File: src/rtl/alu_wb_stage.sv
// rtl/alu_wb_stage.sv - ALU result capture, writeback decode, FIFO buffering and overflow traps
module alu_wb_stage #(
    parameter int DEPTH = 2,
    parameter int CNT_W = 8
) (
    input  logic             clk,
    input  logic             rst_n,
    input  logic             in_valid,
    output logic             in_ready,
    input  logic [31:0]      in_instr,
    input  logic [31:0]      in_result,
    input  logic [2:0]       in_flags,
    input  logic             flush,
    input  logic             wb_ready,
    output logic             wb_valid,
    output logic             wb_en,
    output logic [4:0]       wb_addr,
    output logic [31:0]      wb_data,
    output logic             ovf_exc,
    output logic [CNT_W-1:0] exc_count
);
    localparam int AW = $clog2(DEPTH);
    localparam int PW = AW + 1;
    // Entry layout: {trap, wb_en, dest[4:0], result[31:0]}
    localparam int EW = 39;

    logic [5:0]    op;
    logic [5:0]    fn;
    logic          r_writer;
    logic          i_writer;
    logic          dec_trap;
    logic          dec_en;
    logic [4:0]    dest;

    logic [EW-1:0] mem [DEPTH];
    logic [PW-1:0] wr_ptr;
    logic [PW-1:0] rd_ptr;
    logic [PW-1:0] wr_nxt;
    logic [PW-1:0] rd_nxt;
    logic          empty;
    logic          full_nxt;
    logic          push;
    logic          pop;
    logic [EW-1:0] head;
    logic          head_trap;
    logic          unused_bits;

    assign op = in_instr[31:26];
    assign fn = in_instr[5:0];

    // Only opcode/funct and the two register fields matter; flags[1:0] are not stored
    assign unused_bits = ^{in_instr[25:21], in_instr[10:6], in_flags[1:0]};

    // Decode destination, write enable and signed-overflow trap of the incoming entry
    always_comb begin
        r_writer = 1'b0;
        i_writer = 1'b0;
        if (op == 6'h00) begin
            case (fn)
                6'h20, 6'h21, 6'h22, 6'h23, 6'h24,
                6'h25, 6'h26, 6'h27, 6'h2A, 6'h2B: r_writer = 1'b1;
                default:                           r_writer = 1'b0;
            endcase
        end
        case (op)
            6'h08, 6'h09, 6'h0A, 6'h0B,
            6'h0C, 6'h0D, 6'h0E, 6'h0F: i_writer = 1'b1;
            default:                    i_writer = 1'b0;
        endcase
        dest     = r_writer ? in_instr[15:11] : in_instr[20:16];
        // Only add, sub and addi trap; their unsigned variants never do
        dec_trap = in_flags[2] & ((op == 6'h08) |
                                  ((op == 6'h00) & ((fn == 6'h20) | (fn == 6'h22))));
        dec_en   = (r_writer | i_writer) & ~dec_trap & (dest != 5'd0);
    end

    assign empty     = (wr_ptr == rd_ptr);
    assign wb_valid  = ~empty;
    assign push      = in_valid & in_ready;
    assign pop       = wb_valid & wb_ready;
    assign head      = mem[rd_ptr[AW-1:0]];
    assign head_trap = head[38];

    // Head fields read as zero while the FIFO is empty so reset/flush leave clean outputs
    assign wb_en   = wb_valid & head[37];
    assign wb_addr = wb_valid ? head[36:32] : 5'd0;
    assign wb_data = wb_valid ? head[31:0]  : 32'd0;

    // Next pointer values; flush wins over any same-cycle push or pop
    always_comb begin
        wr_nxt = flush ? '0 : wr_ptr + PW'(push);
        rd_nxt = flush ? '0 : rd_ptr + PW'(pop);
        full_nxt = (wr_nxt[AW] != rd_nxt[AW]) && (wr_nxt[AW-1:0] == rd_nxt[AW-1:0]);
    end

    // Pointer state and the registered ready, which always tracks !full
    always_ff @(posedge clk or negedge rst_n) begin
        if (!rst_n) begin
            wr_ptr   <= '0;
            rd_ptr   <= '0;
            in_ready <= 1'b1;
        end else begin
            wr_ptr   <= wr_nxt;
            rd_ptr   <= rd_nxt;
            in_ready <= ~full_nxt;
        end
    end

    // Entry storage; a write discarded by flush is harmless since pointers return to zero
    always_ff @(posedge clk) begin
        if (push) begin
            mem[wr_ptr[AW-1:0]] <= {dec_trap, dec_en, dest, in_result};
        end
    end

    // Exception pulse and saturating counter on pop of a trapping entry
    always_ff @(posedge clk or negedge rst_n) begin
        if (!rst_n) begin
            ovf_exc   <= 1'b0;
            exc_count <= '0;
        end else begin
            ovf_exc <= pop & head_trap & ~flush;
            if (pop && head_trap && !flush && (exc_count != {CNT_W{1'b1}})) begin
                exc_count <= exc_count + 1'b1;
            end
        end
    end
endmodule
File: config.mk
export PLATFORM = sky130hd
export DESIGN_NAME = alu_wb_stage
export DESIGN_NICKNAME = d
export VERILOG_FILES = /design/src/rtl/alu_wb_stage.sv
export SDC_FILE = /design/constraint.sdc
export NUM_CORES = 1
export LEC_CHECK = 0
export CORE_ASPECT_RATIO = 1.5
export CORE_MARGIN = 2
export CORE_UTILIZATION = 37
export DETAILED_ROUTE_END_ITERATION = 10
export GPL_TIMING_DRIVEN = 0
export PLACE_DENSITY_LB_ADDON = 0.3
export SYNTH_ARGS = -nofsm -noshare
export SYNTH_HDL_FRONTEND = slang
export SYNTH_SLANG_ARGS = --single-unit
File: constraint.sdc
create_clock -name clk -period 2.45 [get_ports clk]
set_input_delay 0.245 -clock clk [delete_from_list [all_inputs] [get_ports clk]]
set_output_delay 0.245 -clock clk [all_outputs]
set_load 0.02 [all_outputs]
==> results of run 1 <==
## flip-flops by register name (all words and copies together) (netlist names)
signal     count
mem           78
exc_count      8
rd_ptr         2
wr_ptr         2
in_ready       1
ovf_exc        1
## timing repair
action | 4_1_cts | 5_1_grt
hold buffers | 0 | 0
cloned | 0 | 0
setup endpoints to repair | 39 | 37
gates resized for setup | 11 | 31
## cell families after synthesis
| family | after synthesis |
|---|---|
| AOI/OAI and AO/OA | 9 |
| xor gates and xnor gates | 11 |
| adders and majority gates | 4 |
| buffers and inverters | 13 |
| DFF | 92 |
| muxes | 45 |
| and+or+nand+nor | 68 |
## layer usage
metal | vias up | global-route usage | routed length [um]
li1 | 1133 | - | -
met1 | 1126 | 0.1610 | 2947
met2 | 67 | 0.2375 | 4099
met5 | - | 0 | 0
met3 | 6 | 0.03670 | 371
met4 | 0 | 0.05331 | 98
## metrics by stage
stage	setup TNS [ps]	hold WS (ps)	power, W	setup slack, ps	area [sq um]
5_1_grt	-22.73	387.6	0.006605	-22.73	5492
3_5_place_dp	0	498.1	0.005013	103.5	5100
4_1_cts	0	342.1	0.006412	3.298	5411
2_1_floorplan	0	-50.59	0.003702	66.34	3812
6_report	0	330.0	0.006249	108.0	5492
3_3_place_gp	-30270	483.2	0.004947	-738.7	5040
## power by group through the flow
stage                     Clock [W]  Combinational (W)  Sequential [W]
after detailed placement          0            0.00288         0.00214
final                       0.00133            0.00281         0.00210
after global placement            0            0.00281         0.00214
after CTS                   0.00138            0.00293         0.00210
after floorplan                   0            0.00154         0.00216
after global routing        0.00144            0.00304         0.00212
## area by class of cell
cell class                 count  area [sq um]  area share
buffer                         9         67.56     0.01230
clock buffer                   9         225.2     0.04101
clock inverter                 7         67.56     0.01230
inverter                       4         15.01    0.002734
multi-input combinational    137          1069      0.1946
sequential                    92          2694      0.4905
tap                          117         146.4     0.02666
timing repair buffer         110          1207      0.2199
## worst paths after layout
| check | end | slack (ps) | cells after the start |
|---|---|---|---|
| setup / recovery | wb_data[19] | 110 | 6 |
| hold / removal | rd_ptr[1]$_DFF_PN0_ | 330 | 1 |
| setup reg to reg | in_ready$_DFF_PN1_ | 490 | 10 |
| hold reg to reg | exc_count[5]$_DFFE_PN0P_ | 500 | 1 |
| max in group asynchronous | rd_ptr[0]$_DFF_PN0_ | 1690 | 1 |
| min in group clk | mem[0][13]$_DFFE_PP_ | 500 | 1 |
## worst max-delay path: stages (launching register included)
cell and delay [ps]:
dfrtp_1 380, buf_2 160, xor2_2 210, nor2_2 80
clkbuf_4 200, nor2_1 110, clkdlybuf4s50_1 620
## cells in the final DEF (no fill, tap or decap), types with 2 or more instances in the layout
cell type / n
and2_1: 3
nor2b_1: 3
nand4_1: 3
clkbuf_4: 3
ha_2: 2
buf_16: 2
clkinv_1: 2
clkdlybuf4s50_1: 78
mux2_4: 2
nor3_2: 3
dfrtp_1: 13
buf_6: 2
xor2_1: 6
xnor2_1: 3
o211ai_1: 3
nand2b_1: 2
mux2i_1: 38
clkbuf_16: 9
nand2_1: 2
xor2_2: 2
clkinv_4: 2
nor2_1: 41
edfxtp_1: 78
mux2_2: 5
dlymetal6s2s_1: 29
buf_2: 2
ha_1: 2
inv_1: 3
or4_1: 2
nand3_1: 3
==> metrics.txt, run 1 <==
CTS Root Cell clkbuf_16; core area 0.01008 sq mm; reg2reg start rd_ptr[0]$_DFF_PN0_; minimum clock period 2342 ps; largest family of logic cells by synthesized area multiplexers; Final Hold Vio Count 0; Yosys warnings 0; Internal 0.004070 W; Mapped Cells 242; Starting Density 0.3783; Simple-Gate Fraction of Synth Area 0.09091; GRT Total Usage 0.1375; Pre-antenna DRT Iters 4; Synth Register Bits 92; Worst setup EP type output port; P&R area growth vs syn 44.04%; Hold WC Path Type input pin to asynchronous set/reset pin; Initial DRC Count 90; Clk pin slew, worst setup/hold paths 60 ps; Max Clk Rate 0.4270 GHz; Layout Cells excl Fill 485; RSZ-0062 raised after global routing true; via count 2332; most common cell in the netlist edfxtp_1; Die Width 86.88 um; final worst-path cycle share 0.9559; synth top area cells edfxtp_1, mux2i_1, dfrtp_1; I/O Buffers 108; Rel. slew slack 0.5452; CP Launch Type flop; Sw Ratio 0.3487; status complete, no violations; predominant post-synthesis flop cell edfxtp_1; Crit Path Max Fanout 10; Yosys cell types 36; Post-Syn Area 0.003812 sq mm; EDFF count, synth 78; Required @ worst endpoint 2200 ps; syn nets 318; clock tree from TritonCTS yes; fin util 0.5449; grt ovf 0; Synth Area in XOR/XNOR 0.02921; asr flop ratio synth 0.1522; largest net degree at the start of global routing 22; post-synth top area share 0.6144; setup bufs post-CTS 0; Slew @ Worst Pin 680.1 ps; diodes inserted 0; share of post-route cells with drive strength above 1 0.1250; most common library cells after synthesis edfxtp_1, nor2_1, mux2i_1, dfrtp_1, xor2_1; die area 0.01115 sq mm; total power per unit cell area 1138 mW/mm^2; Antenna Nets Post-Route 0; Clk pwr share 0.213; placed insts 469; clk_lat worst skew 330 ps; share of power burned in registers 0.336; row count 45; Final Max Slew Viols 0; first-pass GRT wire length 11.71 mm; hpwl dp 5.352 mm; Ports 121; Comb pwr share 0.450; final wirelength 7.517 mm; Max Cap Viol 0; post-synthesis compound-gate area fraction 0.02265; Seq/Total Area, Yosys 0.7066; GPL Wtd Cong 0.7757; CTS Buffer Depth 2; Synth area leader edfxtp_1; maximum vdd drop 0.6891 mV; Synth Area in Adders 0.01313; DRC 0; fillers 842; Clock Sink Count 92; mux contribution to synthesized area 0.1224; Worst EP arrival 2100 ps; nets 439; start point of the critical path rd_ptr[0]$_DFF_PN0_; total CTS buffers 9; WS Path Type flop to output port; mean area per synthesized cell 15.75 sq um; final number of setup-violating endpoints 0; vias in the first global route 2461; Vias/cell 4.808; die height 128.3 um; Pleak 2.374 nW; maximum level of the CTS H-tree 3; routed length per instance 15.50 um; switching power 0.002179 W; initial antenna violation count 0; clk_skew 4.944 ps
(Power assumes the default switching activity.)
==> run 2, diff against run 1 <==
- clock period: 2.45 -> 2.35 ns (I/O delays scaled with it)
==> run 2 against run 1 <==
Register-to-register slack lost 100 ps. Global-route usage rose by 0.072 points. Clock skew increased by 1.3 ps.
==> metrics.txt, run 2 (synthesized netlist as in run 1, its figures left out) <==
Final Max Slew Viols 0; CP top delay family buffers and inverters; PostCTS Resize Cnt 48; setup bufs post-CTS 0; Slew @ Worst Pin 640.7 ps; start point of the critical path rd_ptr[0]$_DFF_PN0_; minimum clock period 2225 ps; Max Clk Rate 0.4494 GHz; initial antenna violation count 0; Crit Path Max Fanout 10; Rel. slew slack 0.5716; worst hold slack 302.0 ps; routed length per instance 15.51 um; DRC 0; R2R depth 10; P&R area growth vs syn 41.25%; row count 45; vias in the first global route 2504; nets 438; final number of setup-violating endpoints 0; total CTS buffers 9; via count 2311; share of post-route cells with drive strength above 1 0.1226; Hold WC Path Type input pin to asynchronous set/reset pin; Ports 121; die height 128.3 um; GRT Total Usage 0.1382; WP buf/inv 4; CP Launch Type flop; Clk pin slew, worst setup/hold paths 60 ps; final wirelength 7.505 mm; Die Width 86.88 um; CTS Hold Bufs 0; Required @ worst endpoint 2120 ps; Initial DRC Count 65; Vias/cell 4.775; Clock Sink Count 92; Worst EP arrival 1990 ps; CTS Buffer Depth 2; clk_skew 6.209 ps; Pre-antenna DRT Iters 4; capturing point of the worst reg2reg path in_ready$_DFF_PN1_; clk_lat worst skew 330 ps; worst-path cell chain buf_2 -> xor2_2 -> nor2_2 -> buf_4 -> inv_1 -> clkdlybuf4s50_1; Max Cap Viol 0; CTS Root Cell clkbuf_16; GPL Wtd Cong 0.7285; Pleak 2.077 nW; status complete, no violations; hpwl dp 5.274 mm; max reg flops 78; Final Hold Vio Count 0; Setup TNS Final 0 ps; WS Path Type flop to output port; total power per unit cell area 1201 mW/mm^2; commonest non-fill, non-tap cell in the layout edfxtp_1; slowest CP cell clkdlybuf4s50_1; final setup margin 124.8 ps; commonest non-fill, non-tap cells in the layout edfxtp_1, clkdlybuf4s50_1, nor2_1; first-pass GRT wire length 11.74 mm; dpl ws -115.0 ps; Worst R2R Setup Slack 390 ps; die area 0.01115 sq mm; maximum vdd drop 0.5425 mV; maximum level of the CTS H-tree 3; final worst-path cycle share 0.9469; largest net degree at the start of global routing 41; core area 0.01008 sq mm; CP max stage delay 530 ps; diodes inserted 0; Starting Density 0.3783; Worst setup EP type output port; clock tree from TritonCTS yes; RSZ-0062 raised after global routing false; grt ovf 0; I/O Buffers 108; reg2reg start rd_ptr[0]$_DFF_PN0_; Antenna Nets Post-Route 0
run 2: cell count changes in the layout (fill, tap and decap cells not counted), moves of 2 or more:
cell | previous run | this run
buf_16 | 2 | 0
bufinv_16 | 1 | 3
clkbuf_1 | 0 | 2
clkbuf_4 | 3 | 1
clkdlybuf4s50_1 | 78 | 70
clkinv_1 | 2 | 0
clkinv_4 | 2 | 0
dlygate4sd2_1 | 1 | 38
dlymetal6s2s_1 | 29 | 0
run 2: routing by layer:
| metal | global-route usage | wire [um] | vias to the layer above |
|---|---|---|---|
| met2 | 0.2497 | 4089 | 70 |
| met4 | 0.05515 | 89 | 0 |
| met5 | 0 | 0 | - |
| met3 | 0.03413 | 378 | 6 |
| li1 | - | - | 1134 |
| met1 | 0.1528 | 2947 | 1101 |
run 2: layout make-up:
class                           instances  area [sq um]
Sequential cell                        92          2694
Inverter                                4         15.01
Multi-Input combinational cell        137          1079
Buffer                                  9         65.06
Timing Repair Buffer                  109          1054
Clock buffer                           11         232.7
Fill cell                             875          4693
Clock inverter                          5         100.1
Tap cell                              117         146.4
run 2: where the power goes:
part           switching [W]  leakage [nW]  internal, W
sequential          0.000109         0.917      0.00208
clock               0.000551         0.163      0.00104
combinational        0.00159         0.996      0.00110
total                0.00225          2.08      0.00422
run 2: worst max path at each step:
| stage | endpoint | slack [ps] | cells after the start |
|---|---|---|---|
| 2_1_floorplan | mem[0][0]$_DFFE_PP_ | 220 | 2 |
| 4_1_cts | wb_valid | 10 | 6 |
| 3_3_place_gp | mem[0][14]$_DFFE_PP_ | -450 | 3 |
| 6_report | wb_valid | 120 | 6 |
| 5_1_grt | wb_valid | 10 | 6 |
| 3_5_place_dp | in_ready$_DFF_PN1_ | -110 | 6 |
run 2: worst register-to-register path, stage by stage (launching register included):
cell,delay [ps]
dfrtp_1,370
buf_2,160
xor2_2,170
nor2_2,180
clkbuf_2,270
nor2b_1,80
ha_1,190
xnor2_1,130
nor2_1,170
nand2_1,70
o211ai_1,80
run 2: metrics by stage:
stage                 util  cell area (sq um)  cells  power [W]
finish              0.5343               5385    484   0.006468
global placement    0.5003               5042    467   0.005157
CTS                 0.5331               5373    484   0.006574
floorplan                -               3815    242   0.003860
global route        0.5343               5385    484   0.006815
detailed placement  0.5025               5065    468   0.005209
